===== config.mk =====
export PLATFORM = sky130hd
export DESIGN_NAME = tuple_extractor
export DESIGN_NICKNAME = d
export VERILOG_FILES = /design/src/rtl/tfe_pkg.sv /design/src/rtl/tuple_field_mux.sv /design/src/rtl/tuple_extractor.sv
export SDC_FILE = /design/constraint.sdc
export NUM_CORES = 1
export LEC_CHECK = 0
export CORE_ASPECT_RATIO = 0.8
export CORE_UTILIZATION = 23
export CTS_CLUSTER_DIAMETER = 60
export CTS_CLUSTER_SIZE = 24
export DETAILED_ROUTE_END_ITERATION = 10
export PLACE_DENSITY = 0.39
export SLEW_MARGIN = 20
export SYNTH_ARGS = -nofsm -noshare
export SYNTH_HDL_FRONTEND = slang
export SYNTH_HIERARCHICAL = 1
export SYNTH_SLANG_ARGS = --single-unit

===== constraint.sdc =====
create_clock -name clk -period 9.84 [get_ports clk]
set_clock_uncertainty 0.15 [all_clocks]
set_input_delay 0.984 -clock clk [delete_from_list [all_inputs] [get_ports clk]]
set_output_delay 0.984 -clock clk [all_outputs]
set_load 0.02 [all_outputs]

===== src/rtl/tfe_pkg.sv =====
// -----------------------------------------------------------------------------
// tfe_pkg
// Shared definitions for the tuple extractor that feeds the TFE hashing stage:
// tuple width, EtherType / IP protocol constants, the capture FSM state type
// and a helper that packs the 104-bit tuple in its canonical field order.
// -----------------------------------------------------------------------------
package tfe_pkg;

   localparam int          TUPLE_W    = 104;
   localparam logic [15:0] ETYPE_IPV4 = 16'h0800;
   localparam logic [15:0] ETYPE_VLAN = 16'h8100;
   localparam logic [7:0]  PROTO_TCP  = 8'd6;
   localparam logic [7:0]  PROTO_UDP  = 8'd17;

   // Capture FSM. Evaluation is a one-cycle pipeline flag rather than a
   // state, so a new frame can start in the same cycle a frame is evaluated.
   typedef enum logic [1:0] {
      ST_IDLE    = 2'd0,
      ST_CAPTURE = 2'd1,
      ST_DRAIN   = 2'd2
   } fsm_state_t;

   // Packs {ip_a, ip_b, port_a, port_b, proto}. Forward tuple uses
   // (src,dst,sport,dport); reverse tuple uses (dst,src,dport,sport).
   function automatic logic [TUPLE_W-1:0] pack_tuple(
      input logic [31:0] ip_a,
      input logic [31:0] ip_b,
      input logic [15:0] port_a,
      input logic [15:0] port_b,
      input logic [7:0]  proto
   );
      return {ip_a, ip_b, port_a, port_b, proto};
   endfunction

endpackage


===== src/rtl/tuple_field_mux.sv =====
// -----------------------------------------------------------------------------
// tuple_field_mux
// Combinational byte extractor. Given the captured header bytes and the number
// of valid bytes, locates the IPv4 header (with or without one 802.1Q tag),
// validates it and produces the forward and reverse 5-tuples.
// Ports:
//   i_buf      captured header beats, byte 0 in the MSBs (network order)
//   i_len      number of valid bytes in i_buf
//   o_tuple    {src_ip, dst_ip, src_port, dst_port, proto}
//   o_r_tuple  {dst_ip, src_ip, dst_port, src_port, proto}
//   o_ok       frame is IPv4 with a sane header and enough captured bytes
// -----------------------------------------------------------------------------
module tuple_field_mux
   import tfe_pkg::*;
#(
   parameter int HDR_BEATS = 11,
   parameter int LEN_W     = 7
) (
   input  logic [HDR_BEATS*64-1:0] i_buf,
   input  logic [LEN_W-1:0]        i_len,
   output logic [TUPLE_W-1:0]      o_tuple,
   output logic [TUPLE_W-1:0]      o_r_tuple,
   output logic                    o_ok
);

   localparam int HDR_BYTES = HDR_BEATS * 8;
   // Byte offsets reach at most 18 + 60 + 3 = 81; comparisons run at 8 bits.
   localparam int CMP_W = 8;

   logic [7:0]       w_b [0:HDR_BYTES-1];
   logic [15:0]      w_etype_outer;
   logic [15:0]      w_etype;
   logic [6:0]       w_l3;
   logic [6:0]       w_l4;
   logic [7:0]       w_vihl;
   logic [7:0]       w_proto;
   logic [12:0]      w_frag;
   logic [31:0]      w_src_ip;
   logic [31:0]      w_dst_ip;
   logic [15:0]      w_src_port;
   logic [15:0]      w_dst_port;
   logic             w_l3_ok;
   logic             w_has_ports;
   logic [CMP_W-1:0] w_len_c;

   // Split the flat buffer into network-order bytes.
   always_comb begin
      for (int k = 0; k < HDR_BYTES; k++) begin
         w_b[k] = i_buf[(HDR_BYTES-1-k)*8 +: 8];
      end
   end

   // Header walk: locate L3/L4, validate, and select the port fields.
   always_comb begin
      w_etype_outer = {w_b[12], w_b[13]};
      w_len_c       = CMP_W'(i_len);
      if (w_etype_outer == ETYPE_VLAN) begin
         w_l3    = 7'd18;
         w_etype = {w_b[16], w_b[17]};
      end else begin
         w_l3    = 7'd14;
         w_etype = w_etype_outer;
      end

      w_vihl   = w_b[w_l3];
      w_proto  = w_b[w_l3 + 7'd9];
      w_frag   = {w_b[w_l3 + 7'd6][4:0], w_b[w_l3 + 7'd7]};
      w_src_ip = {w_b[w_l3 + 7'd12], w_b[w_l3 + 7'd13], w_b[w_l3 + 7'd14], w_b[w_l3 + 7'd15]};
      w_dst_ip = {w_b[w_l3 + 7'd16], w_b[w_l3 + 7'd17], w_b[w_l3 + 7'd18], w_b[w_l3 + 7'd19]};
      // L4 offset = L3 + 4*IHL; IHL is 4 bits so this fits in 7 bits.
      w_l4     = w_l3 + {1'b0, w_vihl[3:0], 2'b00};

      w_l3_ok = (w_etype == ETYPE_IPV4) &&
                (w_vihl[7:4] == 4'd4) &&
                (w_vihl[3:0] >= 4'd5) &&
                (w_len_c >= (CMP_W'(w_l3) + 8'd20));

      // Only first fragments of TCP/UDP carry the port header.
      w_has_ports = ((w_proto == PROTO_TCP) || (w_proto == PROTO_UDP)) &&
                    (w_frag == 13'd0);

      if (w_has_ports) begin
         w_src_port = {w_b[w_l4], w_b[w_l4 + 7'd1]};
         w_dst_port = {w_b[w_l4 + 7'd2], w_b[w_l4 + 7'd3]};
         o_ok       = w_l3_ok && (w_len_c >= (CMP_W'(w_l4) + 8'd4));
      end else begin
         w_src_port = 16'h0000;
         w_dst_port = 16'h0000;
         o_ok       = w_l3_ok;
      end

      o_tuple   = pack_tuple(w_src_ip, w_dst_ip, w_src_port, w_dst_port, w_proto);
      o_r_tuple = pack_tuple(w_dst_ip, w_src_ip, w_dst_port, w_src_port, w_proto);
   end

endmodule


===== src/rtl/tuple_extractor.sv =====
// -----------------------------------------------------------------------------
// tuple_extractor
// Captures the first HDR_BEATS beats of each frame of a 64-bit stream, then in
// a one-cycle evaluation stage extracts the IPv4 5-tuple and its reverse and
// presents them with a one-cycle valid pulse. Never back-pressures.
// Ports:
//   clk, rst_n           clock, asynchronous active-low reset
//   s_data/s_valid       frame beat (byte 0 in [63:56]) and its qualifier
//   s_sop/s_eop/s_empty  frame delimiters, trailing empty bytes on eop beat
//   ip_tuple/r_ip_tuple  forward / reverse tuple, held between pulses
//   ip_tuple_v           one-cycle pulse, tuples updated
//   cnt_tuple/cnt_drop   wrapping counts of good / dropped frames
// -----------------------------------------------------------------------------
module tuple_extractor
   import tfe_pkg::*;
#(
   parameter int HDR_BEATS = 11,
   parameter int CNT_W     = 32
) (
   input  logic               clk,
   input  logic               rst_n,
   input  logic [63:0]        s_data,
   input  logic               s_valid,
   input  logic               s_sop,
   input  logic               s_eop,
   input  logic [2:0]         s_empty,
   output logic [TUPLE_W-1:0] ip_tuple,
   output logic [TUPLE_W-1:0] r_ip_tuple,
   output logic               ip_tuple_v,
   output logic [CNT_W-1:0]   cnt_tuple,
   output logic [CNT_W-1:0]   cnt_drop
);

   localparam int LEN_W  = $clog2(HDR_BEATS*8 + 1);
   localparam int BCNT_W = $clog2(HDR_BEATS + 1);

   fsm_state_t                r_state;
   logic [BCNT_W-1:0]         r_bcnt;
   logic                      r_eval;
   logic [LEN_W-1:0]          r_len;
   logic [63:0]               r_buf [0:HDR_BEATS-1];

   logic                      w_sop_beat;
   logic                      w_abort;
   logic [BCNT_W-1:0]         w_bcnt_inc;
   logic [LEN_W-1:0]          w_len_first;
   logic [LEN_W-1:0]          w_len_eop;
   logic                      w_wr_en;
   logic [BCNT_W-1:0]         w_wr_idx;
   logic [HDR_BEATS*64-1:0]   w_buf_flat;
   logic [TUPLE_W-1:0]        w_tuple;
   logic [TUPLE_W-1:0]        w_r_tuple;
   logic                      w_ok;
   logic [1:0]                w_drop_inc;

   // Beat classification and frame-length arithmetic for the trigger beat.
   always_comb begin
      w_sop_beat  = s_valid & s_sop;
      // A sop while still capturing means the previous frame lost its eop.
      w_abort     = w_sop_beat & (r_state == ST_CAPTURE);
      w_bcnt_inc  = r_bcnt + BCNT_W'(1'b1);
      w_len_first = LEN_W'(4'd8) - LEN_W'(s_empty);
      w_len_eop   = LEN_W'({w_bcnt_inc, 3'b000}) - LEN_W'(s_empty);
   end

   // Buffer write port: sop always lands in slot 0, capture fills in order.
   always_comb begin
      if (w_sop_beat) begin
         w_wr_en  = 1'b1;
         w_wr_idx = '0;
      end else if (s_valid && (r_state == ST_CAPTURE)) begin
         w_wr_en  = 1'b1;
         w_wr_idx = r_bcnt;
      end else begin
         w_wr_en  = 1'b0;
         w_wr_idx = '0;
      end
   end

   // Header buffer storage; contents are don't-care after reset.
   always_ff @(posedge clk) begin
      if (w_wr_en) begin
         r_buf[w_wr_idx] <= s_data;
      end
   end

   // Flatten the buffer for the extractor, beat 0 in the MSBs.
   always_comb begin
      w_buf_flat = '0;
      for (int k = 0; k < HDR_BEATS; k++) begin
         w_buf_flat[(HDR_BEATS-1-k)*64 +: 64] = r_buf[k];
      end
   end

   // Capture FSM with the registered evaluation strobe and frame length.
   always_ff @(posedge clk or negedge rst_n) begin
      if (!rst_n) begin
         r_state <= ST_IDLE;
         r_bcnt  <= '0;
         r_eval  <= 1'b0;
         r_len   <= '0;
      end else begin
         r_eval <= 1'b0;
         case (r_state)
            ST_IDLE, ST_DRAIN: begin
               if (w_sop_beat) begin
                  if (s_eop) begin
                     r_eval  <= 1'b1;
                     r_len   <= w_len_first;
                     r_bcnt  <= '0;
                     r_state <= ST_IDLE;
                  end else begin
                     r_bcnt  <= BCNT_W'(1'b1);
                     r_state <= ST_CAPTURE;
                  end
               end else if (s_valid && s_eop && (r_state == ST_DRAIN)) begin
                  r_state <= ST_IDLE;
               end else begin
                  r_state <= r_state;
               end
            end
            ST_CAPTURE: begin
               if (w_sop_beat) begin
                  if (s_eop) begin
                     r_eval  <= 1'b1;
                     r_len   <= w_len_first;
                     r_bcnt  <= '0;
                     r_state <= ST_IDLE;
                  end else begin
                     r_bcnt  <= BCNT_W'(1'b1);
                     r_state <= ST_CAPTURE;
                  end
               end else if (s_valid) begin
                  if (s_eop) begin
                     r_eval  <= 1'b1;
                     r_len   <= w_len_eop;
                     r_bcnt  <= '0;
                     r_state <= ST_IDLE;
                  end else if (w_bcnt_inc == BCNT_W'(HDR_BEATS)) begin
                     // Header window full: evaluate now, discard the rest.
                     r_eval  <= 1'b1;
                     r_len   <= LEN_W'(HDR_BEATS*8);
                     r_bcnt  <= '0;
                     r_state <= ST_DRAIN;
                  end else begin
                     r_bcnt  <= w_bcnt_inc;
                  end
               end else begin
                  r_state <= ST_CAPTURE;
               end
            end
            default: begin
               r_state <= ST_IDLE;
               r_bcnt  <= '0;
            end
         endcase
      end
   end

   tuple_field_mux #(
      .HDR_BEATS (HDR_BEATS),
      .LEN_W     (LEN_W)
   ) u_field_mux (
      .i_buf     (w_buf_flat),
      .i_len     (r_len),
      .o_tuple   (w_tuple),
      .o_r_tuple (w_r_tuple),
      .o_ok      (w_ok)
   );

   // Abort and a bad evaluation are counted independently.
   always_comb begin
      w_drop_inc = {1'b0, r_eval & ~w_ok} + {1'b0, w_abort};
   end

   // Output registers and statistics counters.
   always_ff @(posedge clk or negedge rst_n) begin
      if (!rst_n) begin
         ip_tuple   <= '0;
         r_ip_tuple <= '0;
         ip_tuple_v <= 1'b0;
         cnt_tuple  <= '0;
         cnt_drop   <= '0;
      end else begin
         if (r_eval && w_ok) begin
            ip_tuple   <= w_tuple;
            r_ip_tuple <= w_r_tuple;
            ip_tuple_v <= 1'b1;
            cnt_tuple  <= cnt_tuple + CNT_W'(1'b1);
         end else begin
            ip_tuple_v <= 1'b0;
         end
         cnt_drop <= cnt_drop + CNT_W'(w_drop_inc);
      end
   end

endmodule


## Word level (Yosys, flattened, before mapping)

Memory sizes are Yosys's and may differ from the RTL's.
Index checks and enable logic that the tools add are counted.

- Add/sub/neg operators: 23
- $lt $le $gt $ge: 19
- Eq/ne operators: 13
- Mux-type cells: 89
- Bitwise logic cells: 20
- Reduce and logical (&&, ||, !) cells: 17

Operators by type and width:

| operator | number |
|---|---|
| 8-bit binary-select mux with 7-bit select | 16 |
| 8-bit 2-to-1 mux | 30 |
| 8-bit greater-or-equal comparator, second input constant | 16 |
| 7-bit NOT with 8-bit output | 15 |
| 16-bit 2-to-1 mux | 3 |
| 7-bit 2-to-1 mux | 6 |
| 32-bit by 1-bit adder with 32-bit output, second input constant | 1 |
| 32-bit by 2-bit adder with 32-bit output | 1 |
| 5-bit by 4-bit adder with 6-bit output, second input constant | 5 |
| 5-bit by 5-bit adder with 6-bit output, second input constant | 5 |
| 4-bit 2-to-1 mux | 7 |
| 16-bit by 12-bit equality test with 1-bit output, second input constant | 1 |
| 16-bit equality test, second input constant | 1 |
| 7-bit by 8-bit greater-or-equal comparator with 1-bit output | 2 |
| 5-bit 2-to-1 mux | 3 |
| 7-bit by 2-bit adder with 7-bit output, second input constant | 2 |
| 1-bit 2-to-1 mux | 14 |
| 7-bit case mux with 2 select lines | 1 |
| 13-bit zero test | 1 |
| 5-bit by 3-bit adder with 6-bit output, second input constant | 2 |
| 2-bit 2-to-1 mux | 6 |
| 1-bit logical AND | 9 |
| 7-bit by 3-bit adder with 8-bit output, second input constant | 1 |
| 8-bit by 3-bit equality test with 1-bit output, second input constant | 1 |
| other kinds (28) | 32 |

- Flip-flop bits (word level): 287
- Memory bits (writable): 704
- Word-level logic and storage cells: 191
- Memories kept: 1

Memories:

| memory | words | bits a word | read ports | clocked after memory_dff | write ports | line | text |
|---|---|---|---|---|---|---|---|
| r_buf | 11 | 64 | 11 | 0 | 1 | tuple_extractor.sv:41 | `logic [63:0] r_buf [0:HDR_BEATS-1];` |

## Depth between registers and ports, before layout

Gate-level depths: netlist of the first run.
An unclocked memory read counts as a cell.

- Depth after elaboration: 17
- Depth in mapped cells: 29
- Depth with buffers taken out: 23

## By module

Netlist of the first run, hierarchy kept.

By module, submodules not included:

| module | times used | cells an instance | area an instance (um2) | seq. area each (um2) |
|---|---|---|---|---|
| tuple_extractor | 1 | 1,946 | 32,840.2 | 28,322.2 |
| tuple_field_mux | 1 | 1,412 | 8,765.9 | 0.0 |

## Least setup slack after synthesis of the first run

Ideal clock, no wire load.

- Path kind: input-to-reg
- Start point: input port s_sop
- End point: memory r_buf[4][0], enable pin
- Library setup time: 0.644 ns
- Data arrival time: 7.673 ns
- Path slack: 1.373 ns
- Cell stages on the path: 5
- Buffers on the path: 2
- Path through: clkbuf_1 > nor2_1 > nand2_1 > buf_2 > nor4_1

- Longest elaborated chain between the ends: 4
- Elaborated cells between the ends (all ways): 5

RTL lines:

| element | line | text |
|---|---|---|
| start, declared | tuple_extractor.sv:24 | `input logic s_sop,` |
| 1-bit bitwise AND (*) | tuple_extractor.sv:58 | `w_sop_beat = s_valid & s_sop;` |
| 1-bit 2-to-1 mux | tuple_extractor.sv:68 | `if (w_sop_beat) begin` |
| 1-bit 2-to-1 mux | tuple_extractor.sv:82 | `if (w_wr_en) begin` |
| 1-bit 2-to-1 mux (not written as such) | tuple_extractor.sv:83 | `r_buf[w_wr_idx] <= s_data;` |
| end, declared | tuple_extractor.sv:41 |  |

Mark *: on every way between the ends. The rest lies on a longest branch, timed or not.

==> results.py, run 1 <==
metrics = {
    "global_route": {
        "grt_max_degree": 145,
        "antenna_found_initial": 19,
        "grt_pass1_wl_mm": 208,
        "grt_overflow": 0,
        "grt_use_total_pct": 15.7,
        "first_global_vias": 26300,
    },
    "cells_and_area": {
        "drive_above_1_share_pct": 10.3,
        "seqCellArea_um2": 28300,
        "syn_to_final_growth_pct": 22.0,
        "final_util_pct": 28.3,
        "nets": 3666,
        "fill_cells": 18500,
        "multi_input_area_um2": 11700,
    },
    "floorplanning": {
        "die_w_um": 477,
        "die_h_um": 382,
        "core.rowCount": 139,
        "core_um2": 179000,
        "start_util_pct": 23.2,
        "io-pin-count": 345,
        "dieArea_um2": 182000,
    },
    "min_path": {
        "hold_class": "input pin to asynchronous set/reset pin",
    },
    "clock_tree": {
        "cts_buffer_depth": 3,
        "postCtsSetupBuffers": 0,
        "numCtsBuffers": 108,
        "hold_buffers": 0,
        "clk_latency_ns": 0.75,
        "cts_sinks": 990,
        "cts_resized": 0,
        "cts.htree.levels": 3,
        "root_buffer": "clkbuf_16",
        "tritoncts": "done",
        "clk_pin_slew_ns": 0.07,
    },
    "sta": {
        "tightest_slew_ns": 1.17,
        "drv_slew": 0,
        "setup_tns_ns": 0,
        "timing.final.crit_share_pct": 80.0,
        "period_minus_slack_ns": 7.87,
        "finalHoldViolCount": 0,
        "rsz0062_at_grt": "no",
        "fmax_mhz": 127,
        "finalSetupViolCount": 0,
        "maxSlewHeadroom_pct": 22.1,
    },
    "critical_path": {
        "reg2reg_from": "r_buf[1][26]$_DFFE_PP_",
        "startpoint": "r_buf[1][26]$_DFFE_PP_",
        "critPathMaxFanout": 108,
        "crit_path_start_kind": "register",
        "critPathRequiredTime_ns": 10.34,
        "critPathKind": "register to register",
        "endpoint_kind": "register",
        "arrival_ns": 8.37,
    },
    "synth": {
        "netlist_area_um2": 41600,
        "avgSynthCellArea_um2": 12.4,
        "netlist_instances": 3356,
        "yosysWarningCount": 6,
        "syn_nets": 3443,
    },
    "placed_design": {
        "io_buffers": 344,
        "hpwl_mm": 97.8,
        "place_congestion": 0.783,
    },
    "drt": {
        "wl_mm": 147,
        "vias_per_cell": 4.47,
        "first_iter_violations": 2444,
        "wl_per_cell_um": 24.1,
        "vias": 27100,
        "drtAntennaViolNets": 0,
        "drc": 0,
        "first_pass_iters": 5,
    },
    "job": {
        "max-cap-violations": 0,
    },
    "pwr": {
        "total_power_mw": 9.10,
        "max-vdd-ir-drop_v": 0.000150,
        "power.density_nw_per_um2": 179,
        "leakagePower_nw": 19.2,
    },
    "run_status": {
        "status": "finished clean",
    },
}
final timing paths:
kind,end,slack [ns],depth (start not counted)
worst max-delay path,ip_tuple[30]$_DFFE_PN0P_,1.97,20
worst min-delay path,cnt_drop[29]$_DFF_PN0_,0.16,1
worst max register to register,ip_tuple[30]$_DFFE_PN0P_,1.97,20
worst min register to register,r_ip_tuple[16]$_DFFE_PN0P_,0.32,2
max in group asynchronous,r_ip_tuple[76]$_DFFE_PN0P_,7.98,2
min in group clk,r_ip_tuple[16]$_DFFE_PN0P_,0.32,2
sequential cells by signal (all words and copies together), names as in the netlist:
| name | flops |
|---|---|
| cnt_drop | 32 |
| r_eval | 1 |
| cnt_tuple | 32 |
| r_bcnt | 4 |
| r_len | 6 |
| ip_tuple | 104 |
| r_state | 2 |
| r_buf | 704 |
| r_ip_tuple | 104 |
| ip_tuple_v | 1 |
report_power, final:
group,switching [mW],total (mW),internal [mW]
Clock,1.93,4.19,2.26
Combinational,0.226,0.336,0.110
Sequential,0.0418,4.57,4.52
Total,2.20,9.10,6.90
stage by stage:
| step | area, µm² | hold WS [ns] | std cells | worst slack [ns] |
|---|---|---|---|---|
| 2_1_floorplan | 41600 | 0.347 | 3356 | 1.37 |
| 3_3_place_gp | 47100 | 0.309 | 5866 | 1.98 |
| 3_5_place_dp | 47100 | 0.313 | 5866 | 1.83 |
| 4_1_cts | 50700 | 0.153 | 6071 | 1.81 |
| 5_1_grt | 50700 | 0.197 | 6071 | 1.32 |
| 6_report | 50700 | 0.157 | 6075 | 1.97 |
final cells by class:
type | instances | share of cell area [%]
Clock inverter | 88 | 1.72
Antenna cell | 4 | 0.0197
Timing Repair Buffer | 399 | 7.74
Sequential cell | 990 | 55.8
Clock buffer | 117 | 5.50
Multi-Input combinational cell | 2059 | 23.1
Inverter | 21 | 0.183
Tap cell | 2397 | 5.91
worst max-delay path, stage by stage (launching register included):
cell,delay (ns)
edfxtp_1,0.42
nor4_2,0.55
and4_4,0.83
clkinv_2,0.42
nor2_1,0.18
a21oi_1,0.09
ha_4,0.77
ha_2,0.30
buf_4,0.55
inv_2,0.07
ha_1,0.29
a21o_1,0.10
a21oi_1,0.06
nor2b_1,0.09
o21ai_0,0.08
a21oi_1,0.54
nand2_4,0.58
inv_6,0.81
buf_4,0.52
nand2_1,0.12
nand2_1,0.09
metal layers:
metal | up-vias | GRT usage, % | part of all wire, %
met5 | - | 0 | 0.080
met4 | 20 | 3.05 | 1.7
met3 | 169 | 2.97 | 5.5
met2 | 739 | 22.4 | 42
met1 | 13900 | 24.3 | 51
li1 | 12300 | - | -
cell usage in the layout, fill, tap and decap left out, drive strengths merged, types with 51 or more instances in the layout:
cell and n:
buf 56, dfrtp 286, mux2i 74, nand2 1170, a21oi 97, mux4 53
nand3 69, nor3 79, clkbuf 117, inv 53, nor2 51, o21ai 55
clkdlybuf4s50 343, edfxtp 704
No activity file was read; power rests on OpenSTA's default activity.
==> run 2, diff against run 1 <==
==> constraint.sdc (replaced) <==
create_clock -name clk -period 7.76 [get_ports clk]
set_clock_uncertainty 0.15 [all_clocks]
set_input_delay 0.776 -clock clk [delete_from_list [all_inputs] [get_ports clk]]
set_output_delay 0.776 -clock clk [all_outputs]
set_load 0.02 [all_outputs]
==> run 2 against run 1 <==
Compared with the run above:
- via count shrank 0.22%
- largest cell class unchanged
- sequential share of layout area is 0.15 points lower
- first-iteration DRC count decreased by 4.9%
- critical endpoint is now ip_tuple[21]$_DFFE_PN0P_
- wire length is 0.48% higher
- worst hold slack improved by 0.16 ns
==> results.py, run 2 (same netlist as run 1, synthesis figures left out) <==
metrics = {
    "job": {
        "max-cap-violations": 0,
    },
    "clock_tree": {
        "clk_latency_ns": 0.76,
        "cts.htree.levels": 3,
        "cts_sinks": 990,
        "clk_pin_slew_ns": 0.07,
        "root_buffer": "clkbuf_16",
        "tritoncts": "done",
        "cts_resized": 0,
        "numCtsBuffers": 109,
        "cts_buffer_depth": 3,
    },
    "critical_path": {
        "critPathKind": "register to register",
        "arrival_ns": 7.01,
        "crit_path_start_kind": "register",
        "reg2reg_from": "r_buf[1][26]$_DFFE_PP_",
        "worstReg2RegEnd": "ip_tuple[21]$_DFFE_PN0P_",
        "endpoint_kind": "register",
        "critPathMaxFanout": 75,
        "ff2ff_path_depth": 21,
        "r2r_slack_ns": 1.28,
        "critPathRequiredTime_ns": 8.28,
    },
    "pwr": {
        "p_switching_mw": 2.85,
        "seqPwrFrac_pct": 50.1,
        "combPwrFrac_pct": 3.7,
        "max-vdd-ir-drop_v": 0.000168,
        "leakagePower_nw": 19.2,
        "switching_share_pct": 24.7,
        "power_frac_clock_pct": 46.1,
        "p_int_mw": 8.70,
        "power.density_nw_per_um2": 227,
    },
    "cells_and_area": {
        "syn_to_final_growth_pct": 22.3,
        "nets": 3676,
        "largest-register": "r_buf",
        "drive_above_1_share_pct": 10.4,
        "reg.largest.list": "r_buf: 704 flops, ip_tuple: 104 flops, r_ip_tuple: 104 flops",
        "final_util_pct": 28.3,
        "final_common_cell": "nand2_1",
        "final_cell_mix": "nand2_1 (1169), edfxtp_1 (704), clkdlybuf4s50_1 (343), dfrtp_1 (286), clkbuf_16 (110)",
        "fin_area_um2": 50900,
        "largest_reg_flops": 704,
    },
    "sta": {
        "holdWs_ns": 0.320,
        "drv_slew": 0,
        "tightest_slew_ns": 1.27,
        "fmax_mhz": 154,
        "worst_slack_ns": 1.28,
        "finalSetupViolCount": 0,
        "finalHoldViolCount": 0,
        "period_minus_slack_ns": 6.48,
        "rsz0062_at_grt": "no",
        "maxSlewHeadroom_pct": 15.0,
        "timing.final.crit_share_pct": 83.6,
    },
    "drt": {
        "wl_mm": 147,
        "first_iter_violations": 2324,
        "wl_per_cell_um": 24.2,
        "drtAntennaViolNets": 0,
        "first_pass_iters": 5,
        "vias": 27100,
        "vias_per_cell": 4.44,
        "drc": 0,
    },
    "min_path": {
        "hold_end": "ip_tuple[97]$_DFFE_PN0P_",
        "worstHoldPathCells": 2,
        "hold_class": "register to register",
        "min_from": "ip_tuple[97]$_DFFE_PN0P_",
    },
    "placed_design": {
        "place_congestion": 0.788,
        "io_buffers": 344,
        "pre_cts_slack_ns": 1.25,
        "place_area_um2": 47100,
        "hpwl_mm": 98.6,
    },
    "global_route": {
        "first_global_vias": 26600,
        "grt_use_total_pct": 15.9,
        "grt_pass1_wl_mm": 209,
        "antenna_found_initial": 32,
        "grt_overflow": 0,
        "grt_max_degree": 121,
    },
    "floorplanning": {
        "dieArea_um2": 182000,
        "die_w_um": 477,
        "core_um2": 179000,
        "start_util_pct": 23.2,
        "core.rowCount": 139,
        "io-pin-count": 345,
        "die_h_um": 382,
    },
    "run_status": {
        "status": "finished clean",
    },
}
[run 2: cell count changes in the layout (fill, tap and decap cells not counted), sizes merged]
cell         before  now
clkinv           34   40
clkinvlp         17   10
dlygate4sd3       0    1
bufinv            5    2
buf              56   64
diode             4   12
inv              53   55
clkbuf          117  121
[run 2: worst max-delay path, cell delays in order (launching register included)]
cell and delay, ns:
edfxtp_1 0.41, nor4_2 0.56, and4_4 0.62, clkinv_2 0.47, nor2_1 0.22, a21oi_1 0.09, ha_4 0.36, nor2b_1 0.28
nand3_1 0.14, mux2i_2 0.30, xnor2_4 0.19, inv_2 0.06, ha_1 0.27, nor2b_1 0.11, o21ai_0 0.07, a21oi_1 0.13
buf_4 0.19, nand2_4 0.31, inv_6 0.53, buf_4 0.61, nand2_1 0.13, nand2_1 0.10
[run 2: worst max path at each step]
stage,startpoint,to,slack (ns),cells past startpoint
after global placement,r_buf[1][26]$_DFFE_PP_,ip_tuple[21]$_DFFE_PN0P_,1.29,21
after floorplan,s_sop,r_buf[5][0]$_DFFE_PP_,-0.49,5
after CTS,r_buf[1][26]$_DFFE_PP_,r_ip_tuple[39]$_DFFE_PN0P_,1.22,21
final,r_buf[1][26]$_DFFE_PP_,ip_tuple[21]$_DFFE_PN0P_,1.28,21
after detailed placement,r_buf[1][26]$_DFFE_PP_,r_ip_tuple[39]$_DFFE_PN0P_,1.25,21
after global routing,r_buf[1][26]$_DFFE_PP_,r_ip_tuple[29]$_DFFE_PN0P_,0.76,21
[run 2: timing repair]
action | CTS | global route
setup buffers | 0 | 0
hold buffers | 1 | 0
endpoints found under the hold margin | 66 | 0
[run 2: metal layers]
metal  track usage (%)  wire length, µm
met5                 0              184
met4              4.11             3470
met3              4.19             9800
met2              22.2            60700
met1              23.9            73200
[run 2: power by group through the flow]
| stage | Combinational, mW | Clock, mW | Sequential [mW] |
|---|---|---|---|
| CTS | 0.442 | 5.50 | 5.79 |
| detailed placement | 0.439 | 0 | 5.90 |
| global route | 0.471 | 5.69 | 5.80 |
| floorplan | 0.169 | 0 | 5.90 |
| global placement | 0.441 | 0 | 5.90 |
| finish | 0.431 | 5.33 | 5.79 |
[run 2: final cells by class]
cell class | count | area [µm²]
multi-input cells | 2059 | 11800
repair buffers | 408 | 4000
well taps | 2397 | 3000
flip-flops and latches | 990 | 28300
clock inverters | 86 | 861
clock buffers | 121 | 2830
inverters | 21 | 92.6
diodes | 12 | 30.0
fillers | 18500 | 129000
[run 2: stage by stage]
stage               instances  TNS [ns]  power [mW]
global placement         5873         0        6.34
finish                   6094         0        11.6
floorplan                3356   -125.45        6.07
detailed placement       5873         0        6.34
CTS                      6081         0        11.7
global route             6087         0        12.0
